## src/rtl/serial_subtractor_ctrl.sv

```systemverilog
// Bit-serial WIDTH-bit subtractor: one 1-bit subtract cell stepped LSB-first,
// sequenced by an IDLE/RUN/DONE FSM with a start/done requester handshake.
module serial_subtractor_ctrl #(
   parameter int unsigned WIDTH = 8
) (
   input  logic             clk,
   input  logic             rst_n,
   input  logic             start,
   input  logic [WIDTH-1:0] a_in,
   input  logic [WIDTH-1:0] b_in,
   output logic             busy,
   output logic             done,
   output logic [WIDTH-1:0] diff,
   output logic             borrow_out
);

   localparam int unsigned CW = (WIDTH > 1) ? $clog2(WIDTH) : 1;

   localparam logic [1:0] S_IDLE = 2'd0;
   localparam logic [1:0] S_RUN  = 2'd1;
   localparam logic [1:0] S_DONE = 2'd2;

   localparam logic [CW-1:0] LAST_IDX = CW'(WIDTH - 1);

   logic [1:0]       state_q, state_d;
   logic [WIDTH-1:0] a_sh_q, a_sh_d;
   logic [WIDTH-1:0] b_sh_q, b_sh_d;
   logic [WIDTH-1:0] diff_q, diff_d;
   logic [CW-1:0]    idx_q, idx_d;
   logic             bin_q, bin_d;
   logic             busy_q, busy_d;
   logic             done_q, done_d;
   logic             bout_q, bout_d;

   // Shared 1-bit subtract cell: two half subtractors plus borrow OR
   logic hs1_d_c, hs1_b_c, hs2_b_c, cell_d_c, cell_bout_c;
   always_comb begin
      hs1_d_c     = a_sh_q[0] ^ b_sh_q[0];
      hs1_b_c     = ~a_sh_q[0] & b_sh_q[0];
      cell_d_c    = hs1_d_c ^ bin_q;
      hs2_b_c     = ~hs1_d_c & bin_q;
      cell_bout_c = hs1_b_c | hs2_b_c;
   end

   // State and datapath registers; synchronous active-low reset
   always_ff @(posedge clk) begin
      if (!rst_n) begin
         state_q <= S_IDLE;
         a_sh_q  <= '0;
         b_sh_q  <= '0;
         diff_q  <= '0;
         idx_q   <= '0;
         bin_q   <= 1'b0;
         busy_q  <= 1'b0;
         done_q  <= 1'b0;
         bout_q  <= 1'b0;
      end else begin
         state_q <= state_d;
         a_sh_q  <= a_sh_d;
         b_sh_q  <= b_sh_d;
         diff_q  <= diff_d;
         idx_q   <= idx_d;
         bin_q   <= bin_d;
         busy_q  <= busy_d;
         done_q  <= done_d;
         bout_q  <= bout_d;
      end
   end

   // Next-state and next-output logic
   always_comb begin
      state_d = state_q;
      a_sh_d  = a_sh_q;
      b_sh_d  = b_sh_q;
      diff_d  = diff_q;
      idx_d   = idx_q;
      bin_d   = bin_q;
      busy_d  = busy_q;
      done_d  = 1'b0;
      bout_d  = bout_q;

      case (state_q)
         S_IDLE: begin
            if (start) begin
               a_sh_d  = a_in;
               b_sh_d  = b_in;
               bin_d   = 1'b0;
               idx_d   = '0;
               busy_d  = 1'b1;
               state_d = S_RUN;
            end
         end
         S_RUN: begin
            // Result bit enters at the MSB; after WIDTH steps it is aligned
            diff_d = (diff_q >> 1) | (WIDTH'(cell_d_c) << (WIDTH - 1));
            a_sh_d = a_sh_q >> 1;
            b_sh_d = b_sh_q >> 1;
            bin_d  = cell_bout_c;
            if (idx_q == LAST_IDX) begin
               bout_d  = cell_bout_c;
               done_d  = 1'b1;
               state_d = S_DONE;
            end else begin
               idx_d = idx_q + CW'(1);
            end
         end
         S_DONE: begin
            busy_d  = 1'b0;
            state_d = S_IDLE;
         end
         default: begin
            busy_d  = 1'b0;
            state_d = S_IDLE;
         end
      endcase
   end

   assign busy       = busy_q;
   assign done       = done_q;
   assign diff       = diff_q;
   assign borrow_out = bout_q;

endmodule
```

## config.mk

```make
export PLATFORM = sky130hd
export DESIGN_NAME = serial_subtractor_ctrl
export DESIGN_NICKNAME = d
export VERILOG_FILES = /design/src/rtl/serial_subtractor_ctrl.sv
export SDC_FILE = /design/constraint.sdc
export NUM_CORES = 1
export LEC_CHECK = 0
export CAP_MARGIN = 15
export CELL_PAD_IN_SITES_DETAIL_PLACEMENT = 1
export CELL_PAD_IN_SITES_GLOBAL_PLACEMENT = 2
export CORE_UTILIZATION = 33
export CTS_CLUSTER_DIAMETER = 120
export DETAILED_ROUTE_END_ITERATION = 12
export PLACE_DENSITY = 0.8
export SYNTH_ARGS = -nofsm -noshare
export SYNTH_HDL_FRONTEND = slang
export SYNTH_SLANG_ARGS = --single-unit
```

## constraint.sdc

```tcl
create_clock -name clk -period 3.1 [get_ports clk]
set_input_delay 0.93 -clock clk [delete_from_list [all_inputs] [get_ports clk]]
set_output_delay 0.93 -clock clk [all_outputs]
set_load 0.05 [all_outputs]
```

# Word level (Yosys, flattened, before mapping)

Cells that the tools add are included.

Register bits: 33
Latch bits: 0
Memory bits (writable): 0
ROM bits: 0
Input port bits: 19
Output and inout bits: 11
Memories kept: 0

Add/subtract/negate cells: 1
$mul: 0
Div/mod/pow operators: 0
$lt $le $gt $ge: 0
Equal/unequal tests: 5
Shift-type cells: 0
Mux-type cells: 15
Bitwise operators: 9
Reductions and logical operators: 8

Operators with widths:

| operator              | count |
|---|---|
| $pmux W8 S2           | 2 |
| $mux W8               | 2 |
| $reduce_and A2 Y1     | 5 |
| $or A7 B8 Y8          | 1 |
| $mux W3               | 2 |
| $ne A2 B2 Y1 const B  | 3 |
| $pmux W3 S2           | 1 |
| $mux W2               | 2 |
| $pmux W1 S2           | 2 |
| $pmux W2 S2           | 1 |
| $add A3 B1 Y3 const B | 1 |
| $eq A3 B3 Y1 const B  | 1 |
| $mux W1               | 3 |
| $not A1 Y1            | 3 |
| $reduce_and A3 Y1     | 1 |
| $and A1 B1 Y1         | 2 |
| $eq A2 B1 Y1 const B  | 1 |
| $logic_not A2 Y1      | 1 |
| $reduce_bool A2 Y1    | 1 |
| $xor A1 B1 Y1         | 2 |
| $or A1 B1 Y1          | 1 |

# Longest topological paths before layout

Gate-level depths: netlist of the first run.

Word-level depth: 5
Gate-level depth with buffers: 6

# Worst setup path after synthesis of the first run

No wires, ideal clock.

Path type: input -> register
Start: in rst_n
End: reg a_sh_q[7]
Arrival time: 1.556 ns
Path slack: 1.417 ns
Stages: 4
Cells stage by stage: inv_1 > buf_2 > buf_1 > nor2_1

RTL lines:

| what                   | line | source |
|---|---|---|
| start: declaration     | 7    | `input logic rst_n,` |
| end signal: assignment | 59   | `a_sh_q <= a_sh_d;` |
| end: declaration       | 26   | `logic [WIDTH-1:0] a_sh_q, a_sh_d;` |

No word-level cell between the ends.

# Final worst setup path of the first run

Start: reg diff_q[7] (netlist: diff[7])
End: out diff[7]

RTL lines:

| what                     | line | source |
|---|---|---|
| start: declaration       | 28   | `logic [WIDTH-1:0] diff_q, diff_d;` |
| start signal: assignment | 61   | `diff_q <= diff_d;` |
| end: declaration         | 13   | `output logic [WIDTH-1:0] diff,` |

No word-level cell between the ends.

==> results of run 1 <==
## worst reg2reg max path: stages (launching register included)
cell and delay (ns):
dfxtp_1 0.71, o21ba_1 0.22, buf_4 0.35, nor2_1 0.12
a211oi_2 0.21
## path summary, 6_finish.rpt
path	end	slack (ns)
hold reg to reg	busy	0.45
setup / recovery	diff[7]	0.71
hold / removal	busy	0.45
setup reg to reg	a_sh_q[4]	1.42
## cell usage in the layout, fill, tap and decap left out, drive strengths merged, types with 3 or more instances in the layout
cell type / synthesis / layout
dfxtp: 33 / 33
clkdlybuf4s50: 0 / 29
nand2: 19 / 19
nor2: 18 / 18
mux2i: 14 / 14
a211oi: 14 / 14
a21oi: 12 / 12
clkbuf: 3 / 6
inv: 4 / 4
nand3: 4 / 4
nand2b: 4 / 4
buf: 9 / 4
a31oi: 3 / 3
## per-stage QoR
step / hold slack, ns / utilization / area [µm²] / power [mW] / instances
3_3_place_gp: 0.436 / 0.410 / 1790 / 0.619 / 224
6_report: 0.447 / 0.429 / 1870 / 0.923 / 232
4_1_cts: 0.454 / 0.429 / 1870 / 0.936 / 232
3_5_place_dp: 0.443 / 0.410 / 1790 / 0.628 / 224
2_1_floorplan: 0.456 / - / 1490 / 0.585 / 151
5_1_grt: 0.485 / 0.429 / 1870 / 0.972 / 232
## cell families after synthesis
group                      share of synthesized area
and+or+nand+nor                                0.158
AOI/OAI and AO/OA                              0.204
DFF                                            0.444
buffers and inverters                         0.0697
muxes                                         0.0941
adders and majority gates                     0.0302
## routing by layer
layer  up-vias  GRT usage
met4         0     0.0544
li1        578          -
met2        19      0.255
met1       571      0.160
met3         2     0.0552
met5         -          0
## state kept, by name (all words and copies together), names as in the netlist
signal      flops
b_sh_q          8
busy            1
diff            8
borrow_out      1
state_q         2
bin_q           1
done            1
idx_q           3
a_sh_q          8
## power groups by stage
stage | Clock [mW] | Sequential [mW] | Combinational [mW]
after CTS | 0.317 | 0.470 | 0.149
after global placement | 0 | 0.477 | 0.142
after detailed placement | 0 | 0.479 | 0.149
final | 0.307 | 0.469 | 0.147
after global routing | 0.339 | 0.473 | 0.160
after floorplan | 0 | 0.478 | 0.106
## area by class of cell
type	count	area share
clock buffer	6	0.0388
clock inverter	2	0.00536
inverter	4	0.00804
multi-input combinational	102	0.388
sequential	33	0.354
tap	52	0.0348
timing repair buffer	33	0.171
==> results.json, run 1 <==
{
  "grt_pass1_wl_um": 5490,
  "h-tree-depth": 2,
  "maxCapViolations": 0,
  "cts_setup_buffers": 0,
  "die_h_um": 69.2,
  "fp-row-count": 24,
  "setup_slack_ns": 0.715,
  "fmax_ghz": 0.419,
  "cts_tree": "done",
  "ir_drop_mv": 0.239,
  "synthTopCellsByCount": "dfxtp_1 (33), nand2_1 (19), a211oi_2 (14), mux2i_1 (14)",
  "cts_resized": 0,
  "crit_start": "diff[7]",
  "critPathMaxFanout": 3,
  "vias": 1170,
  "synth_cells": 151,
  "drive_gt1_frac": 0.172,
  "ys_types": 29,
  "dominantRegCellSynth": "dfxtp_1",
  "switchingPower_uw": 249,
  "slew_violations": 0,
  "critPathLaunchType": "flop",
  "start_util": 0.342,
  "yosys_warnings": 0,
  "wl_per_cell_um": 13.9,
  "critPathCaptureType": "output port",
  "cts.clk_slew.worst_paths_ns": 0.07,
  "fillers": 503,
  "ant_nets": 0,
  "drc": 0,
  "synthArstFlopShare": 0,
  "p_int_uw": 674,
  "nets": 201,
  "slew_headroom": 0.591,
  "clockBufferDepth": 2,
  "finalWirelength_um": 3230,
  "n_antenna_cell": 0,
  "dp_slack_ns": 0.718,
  "area_growth_pct": 25.5,
  "io_pins": 30,
  "critPathSlowestCell": "clkdlybuf4s50_1",
  "highest_layer": "met4",
  "fp.dieW_um": 69.2,
  "swShare": 0.270,
  "cp_cell_sequence": "clkdlybuf4s50_1",
  "area.sequential_um2": 661,
  "worstMarginPinSlew_ns": 0.612,
  "crit_required_ns": 2.17,
  "holdCritStartpoint": "busy",
  "timing.rr.start": "state_q[0]",
  "rsz0062_at_grt": "false",
  "multi_input_area_um2": 724,
  "yosysTopAreaCellShare": 0.444,
  "finalHoldViolations": 0,
  "critPathKind": "flop to output port",
  "gr-total-overflow": 0,
  "wirelength_met1_um": 1440,
  "dp_hpwl_um": 2340,
  "outcome": "finished clean",
  "syn_nets": 173,
  "yosysMostFrequentCell": "dfxtp_1",
  "p_leak_nw": 0.680,
  "post-route-period-util": 0.769,
  "cts_buffers": 5,
  "via_per_inst": 5.04,
  "cts_hold_buf": 0,
  "combinationalPowerShare": 0.159,
  "slowest_delay_ns": 0.81,
  "root_buffer": "clkbuf_8",
  "cp.depth": 1,
  "core_um2": 4350,
  "drt-initial-drc-count": 64,
  "ys_top_cells_by_area": "dfxtp_1 (44%), a211oi_2 (12%), mux2i_1 (9.4%)",
  "antenna_found_initial": 0,
  "pwr_density_cell_nw_per_um2": 494,
  "seqPwrFrac": 0.508,
  "worstPathArrival_ns": 1.46,
  "insertion_delay_ns": 0.28,
  "p_clk_frac": 0.332,
  "clock_skew_ns": 0.00416,
  "route.met3.wl_um": 123,
  "synth_edf_count": 0,
  "numPortBuffers": 29,
  "synthesis.area_um2": 1490,
  "timing.final.crit_period_ns": 2.39,
  "min_path_cells": 2,
  "first_pass_iters": 4,
  "clock_sink_count": 33,
  "ys_seq_elements": 33,
  "die_area_um2": 4780,
  "path_buf_inv": 1,
  "yosysTopAreaCell": "dfxtp_1",
  "yosysSeqAreaShare": 0.444,
  "wl_met2_um": 1650,
  "gp_congestion": 0.646,
  "hold_path_class": "flop to flop",
  "grt_max_degree": 29,
  "grtUsageTotal": 0.146,
  "setup_tns_ns": 0,
  "first_global_vias": 1221,
  "rr_worst_depth": 4,
  "finalSetupViolCount": 0,
  "crit_family": "buffers and inverters",
  "synth_area_per_cell_um2": 9.86
}
(Power assumes the default switching activity.)
==> run 2: changes to the inputs <==
--- a/config.mk
+++ b/config.mk
@@ -8,10 +8,10 @@
 export CAP_MARGIN = 15
 export CELL_PAD_IN_SITES_DETAIL_PLACEMENT = 1
 export CELL_PAD_IN_SITES_GLOBAL_PLACEMENT = 2
-export CORE_UTILIZATION = 33
+export CORE_UTILIZATION = 28
 export CTS_CLUSTER_DIAMETER = 120
 export DETAILED_ROUTE_END_ITERATION = 12
-export PLACE_DENSITY = 0.8
+export PLACE_DENSITY = 0.72
 export SYNTH_ARGS = -nofsm -noshare
 export SYNTH_HDL_FRONTEND = slang
 export SYNTH_SLANG_ARGS = --single-unit
==> constraint.sdc (replaced) <==
create_clock -name clk -period 2 [get_ports clk]
set_input_delay 0.6 -clock clk [delete_from_list [all_inputs] [get_ports clk]]
set_output_delay 0.6 -clock clk [all_outputs]
set_load 0.05 [all_outputs]
==> results.json, run 2 (synthesized netlist as in run 1, its figures left out) <==
{
  "outcome": "finished clean",
  "slew_headroom": 0.677,
  "vias": 1150,
  "setup_tns_ns": 0,
  "n_antenna_cell": 0,
  "cts_tree": "done",
  "grt_max_degree": 29,
  "fp-row-count": 26,
  "dp_slack_ns": 0.114,
  "fp.dieW_um": 74.9,
  "setup_slack_ns": 0.405,
  "rsz0062_at_grt": "false",
  "pwr_density_cell_nw_per_um2": 766,
  "start_util": 0.292,
  "drive_gt1_frac": 0.233,
  "worstPathArrival_ns": 1.80,
  "numPortBuffers": 29,
  "grt_pass1_wl_um": 5380,
  "gr-total-overflow": 0,
  "finalSetupViolCount": 0,
  "use_met1": 0.145,
  "root_buffer": "clkbuf_8",
  "hold_path_class": "flop to flop",
  "utilization": 0.367,
  "clockBufferDepth": 2,
  "die_h_um": 74.9,
  "dp_hpwl_um": 2340,
  "antenna_found_initial": 0,
  "final_common_cell": "dfxtp_1",
  "post-route-period-util": 0.798,
  "dp_cells": 242,
  "met3_usage": 0.0482,
  "cts_resized": 0,
  "critPathKind": "input pin to flop",
  "slew_violations": 0,
  "core_um2": 5110,
  "timing.final.crit_period_ns": 1.60,
  "min_path_cells": 2,
  "fin_cells": 250,
  "final_cell_mix": "dfxtp_1 (33), nand2_1 (19), clkdlybuf4s50_1 (18)",
  "critPathLaunchType": "input pin",
  "worstMarginPinSlew_ns": 0.484,
  "cts.clk_slew.worst_paths_ns": 0.07,
  "io_pins": 30,
  "wl_per_cell_um": 12.8,
  "ir_drop_mv": 0.245,
  "finalWirelength_um": 3200,
  "critPathMaxFanout": 28,
  "grt.met2_usage": 0.226,
  "maxCapViolations": 0,
  "cts_hold_buf": 0,
  "insertion_delay_ns": 0.28,
  "first_pass_iters": 3,
  "gp_congestion": 0.679,
  "h-tree-depth": 2,
  "clock_sink_count": 33,
  "first_global_vias": 1176,
  "cts_buffers": 5,
  "grtUsageTotal": 0.131,
  "crit_required_ns": 2.20,
  "p_leak_nw": 0.707,
  "critPathCaptureType": "flop",
  "cts_setup_buffers": 0,
  "via_per_inst": 4.60,
  "ant_nets": 0,
  "busiest_layer": "met2",
  "drc": 0,
  "die_area_um2": 5610,
  "clock_skew_ns": 0.00520,
  "rr_worst_depth": 3,
  "nets": 201,
  "fmax_ghz": 0.627,
  "area_growth_pct": 26.0,
  "finalHoldViolations": 0,
  "drt-initial-drc-count": 31
}
## run 2: changes by cell type in the layout (fill, tap and decap cells not counted), sizes merged
cell	delta
clkdlybuf4s50	-11
buf	+11
## run 2: power by group
group / switching, mW / internal [mW]
Combinational: 0.121 / 0.111
Clock: 0.242 / 0.241
Sequential: 0.0277 / 0.695
## run 2: final timing paths
kind / slack (ns) / end / start
setup / recovery: 0.40 / b_sh_q[6] / start
hold / removal: 0.45 / busy / busy
setup reg to reg: 0.55 / borrow_out / state_q[0]
hold reg to reg: 0.45 / busy / busy
## run 2: layer usage
metal	wire [µm]	vias up	part of all wire
met1	1380	557	0.43
met3	118	2	0.037
met4	22	0	0.0069
li1	-	577	-
met5	0	-	0
met2	1680	14	0.53
## run 2: area by class of cell
| cell class | instances | area (µm²) |
|---|---|---|
| clock buffers | 6 | 72.6 |
| clock inverters | 2 | 10.0 |
| fillers | 614 | 3230 |
| inverters | 4 | 15.0 |
| multi-input cells | 102 | 724 |
| flip-flops and latches | 33 | 661 |
| well taps | 70 | 87.6 |
| repair buffers | 33 | 305 |
## run 2: per-stage QoR
step	hold slack, ns	cell area [µm²]	power [mW]
after floorplan	0.456	1490	0.906
after global placement	0.441	1790	0.964
after detailed placement	0.443	1790	0.975
after CTS	0.454	1880	1.46
after global routing	0.486	1880	1.52
final	0.449	1880	1.44
## run 2: worst max-delay path, stage by stage
cell and delay (ns):
clkdlybuf4s50_1 0.53, o21ba_1 0.18, buf_12 0.20, nor2_1 0.08, a211oi_2 0.19
==> run 3: changes to the inputs <==
==> constraint.sdc (replaced) <==
create_clock -name clk -period 1.4 [get_ports clk]
set_input_delay 0.42 -clock clk [delete_from_list [all_inputs] [get_ports clk]]
set_output_delay 0.42 -clock clk [all_outputs]
set_load 0.05 [all_outputs]
==> results.json, run 3 (synthesized netlist as in run 1, its figures left out) <==
{
  "outcome": "finished clean",
  "antenna_found_initial": 0,
  "crit_required_ns": 1.60,
  "multi_input_area_um2": 728,
  "hold_path_class": "flop to flop",
  "dp_cells": 247,
  "min_path_cells": 2,
  "h-tree-depth": 2,
  "ant_nets": 0,
  "fmax_ghz": 0.778,
  "slew_headroom": 0.767,
  "critPathLaunchType": "flop",
  "clock_skew_ns": 0.00807,
  "post-route-period-util": 0.919,
  "dp_hpwl_um": 2500,
  "finalSetupViolCount": 0,
  "cts.clk_slew.worst_paths_ns": 0.07,
  "critPathKind": "flop to flop",
  "fillers": 576,
  "core_um2": 5110,
  "utilization": 0.415,
  "die_area_um2": 5610,
  "die_h_um": 74.9,
  "grtUsageTotal": 0.141,
  "post_dp_cell_area_um2": 1980,
  "grt_max_degree": 21,
  "maxCapViolations": 0,
  "clockBufferDepth": 2,
  "gr-total-overflow": 0,
  "n_antenna_cell": 0,
  "holdPathEnd": "busy",
  "via_per_inst": 4.66,
  "setup_slack_ns": 0.114,
  "finalHoldViolations": 0,
  "nets": 207,
  "ir_drop_mv": 0.327,
  "slew_violations": 0,
  "fin_cells": 256,
  "r2r_setup_slack_ns": 0.11,
  "wl_per_cell_um": 13.6,
  "critPathMaxFanout": 14,
  "grt_pass1_wl_um": 5830,
  "pwr_density_cell_nw_per_um2": 1040,
  "critPathSlowestCell": "dfxtp_1",
  "rr_worst_depth": 3,
  "p_leak_nw": 0.793,
  "timing.rr.start": "state_q[1]",
  "rsz0062_at_grt": "false",
  "gp_congestion": 0.718,
  "fp-row-count": 26,
  "worstMarginPinSlew_ns": 0.350,
  "slowest_delay_ns": 0.48,
  "timing.final.crit_period_ns": 1.29,
  "io_pins": 30,
  "final_area_um2": 2120,
  "crit_start": "state_q[1]",
  "root_buffer": "clkbuf_8",
  "cts_tree": "done",
  "first_pass_iters": 3,
  "first_global_vias": 1230,
  "rr_endpoint": "b_sh_q[2]",
  "worstPathArrival_ns": 1.49,
  "critPathCaptureType": "flop",
  "cts_buffers": 5,
  "drt-initial-drc-count": 40,
  "clock_sink_count": 33,
  "cp_cell_sequence": "o21ba_2, bufbuf_16, a211oi_2",
  "area.sequential_um2": 661,
  "hold_slack_ns": 0.490,
  "insertion_delay_ns": 0.29,
  "start_util": 0.292,
  "fp.dieW_um": 74.9,
  "finalWirelength_um": 3490,
  "numPortBuffers": 29,
  "drc": 0,
  "holdCritStartpoint": "busy",
  "vias": 1193,
  "dp_slack_ns": -0.312,
  "final_cell_mix": "dfxtp_1 (33), nand2_1 (19), clkdlybuf4s50_1 (17)",
  "final_common_cell": "dfxtp_1",
  "area_growth_pct": 42.2,
  "drive_gt1_frac": 0.280
}
## run 3: area by class of cell
cell class                      instances  share of cell area
Inverter                                4             0.00709
Clock inverter                          1             0.00236
Sequential cell                        33               0.312
Tap cell                               70              0.0414
Timing Repair Buffer                   39               0.248
Multi-Input combinational cell        102               0.344
Clock buffer                            7              0.0455
## run 3: worst max-delay path by stage
| stage | to | slack [ns] | cells past startpoint |
|---|---|---|---|
| CTS | idx_q[0] | 0.01 | 5 |
| global placement | a_sh_q[4] | -0.25 | 5 |
| global route | idx_q[0] | 0.02 | 5 |
| detailed placement | b_sh_q[4] | -0.31 | 5 |
| floorplan | idx_q[0] | 0.09 | 6 |
| finish | b_sh_q[2] | 0.11 | 3 |
## run 3: stage by stage
step	power, mW	setup TNS, ns
global placement	1.41	-3.71
global route	2.33	0
finish	2.21	0
detailed placement	1.43	-4.93
floorplan	1.29	0
CTS	2.26	0
## run 3: worst max-delay path, delay by kind of cell, from the launching register on
| family | cells | cell delay [ns] |
|---|---|---|
| AO/OA/AOI/OAI | 2 | 0.42 |
| buffers and inverters | 1 | 0.30 |
| flip-flops | 1 | 0.48 |
## run 3: timing repair
| action | 4_1_cts | 5_1_grt |
|---|---|---|
| gates resized for setup | 2 | 2 |
| setup buffers | 0 | 0 |
| hold buffers | 0 | 0 |
| gates cloned | 1 | 0 |
| hold endpoints to repair | 0 | 0 |
| endpoints found under the setup margin | 9 | 6 |
| pin swaps | 0 | 0 |
## run 3: routing by layer
| layer | global-route usage | vias up | wire (µm) |
|---|---|---|---|
| met1 | 0.154 | 579 | 1500 |
| li1 | - | 593 | - |
| met5 | 0 | - | 0 |
| met2 | 0.258 | 14 | 1830 |
| met3 | 0.0361 | 7 | 101 |
| met4 | 0.0566 | 0 | 55 |
## run 3: power breakdown
group / internal (mW) / switching (mW) / total [mW]
clock network: 0.444 / 0.343 / 0.787
registers: 0.993 / 0.0384 / 1.03
logic: 0.205 / 0.188 / 0.393
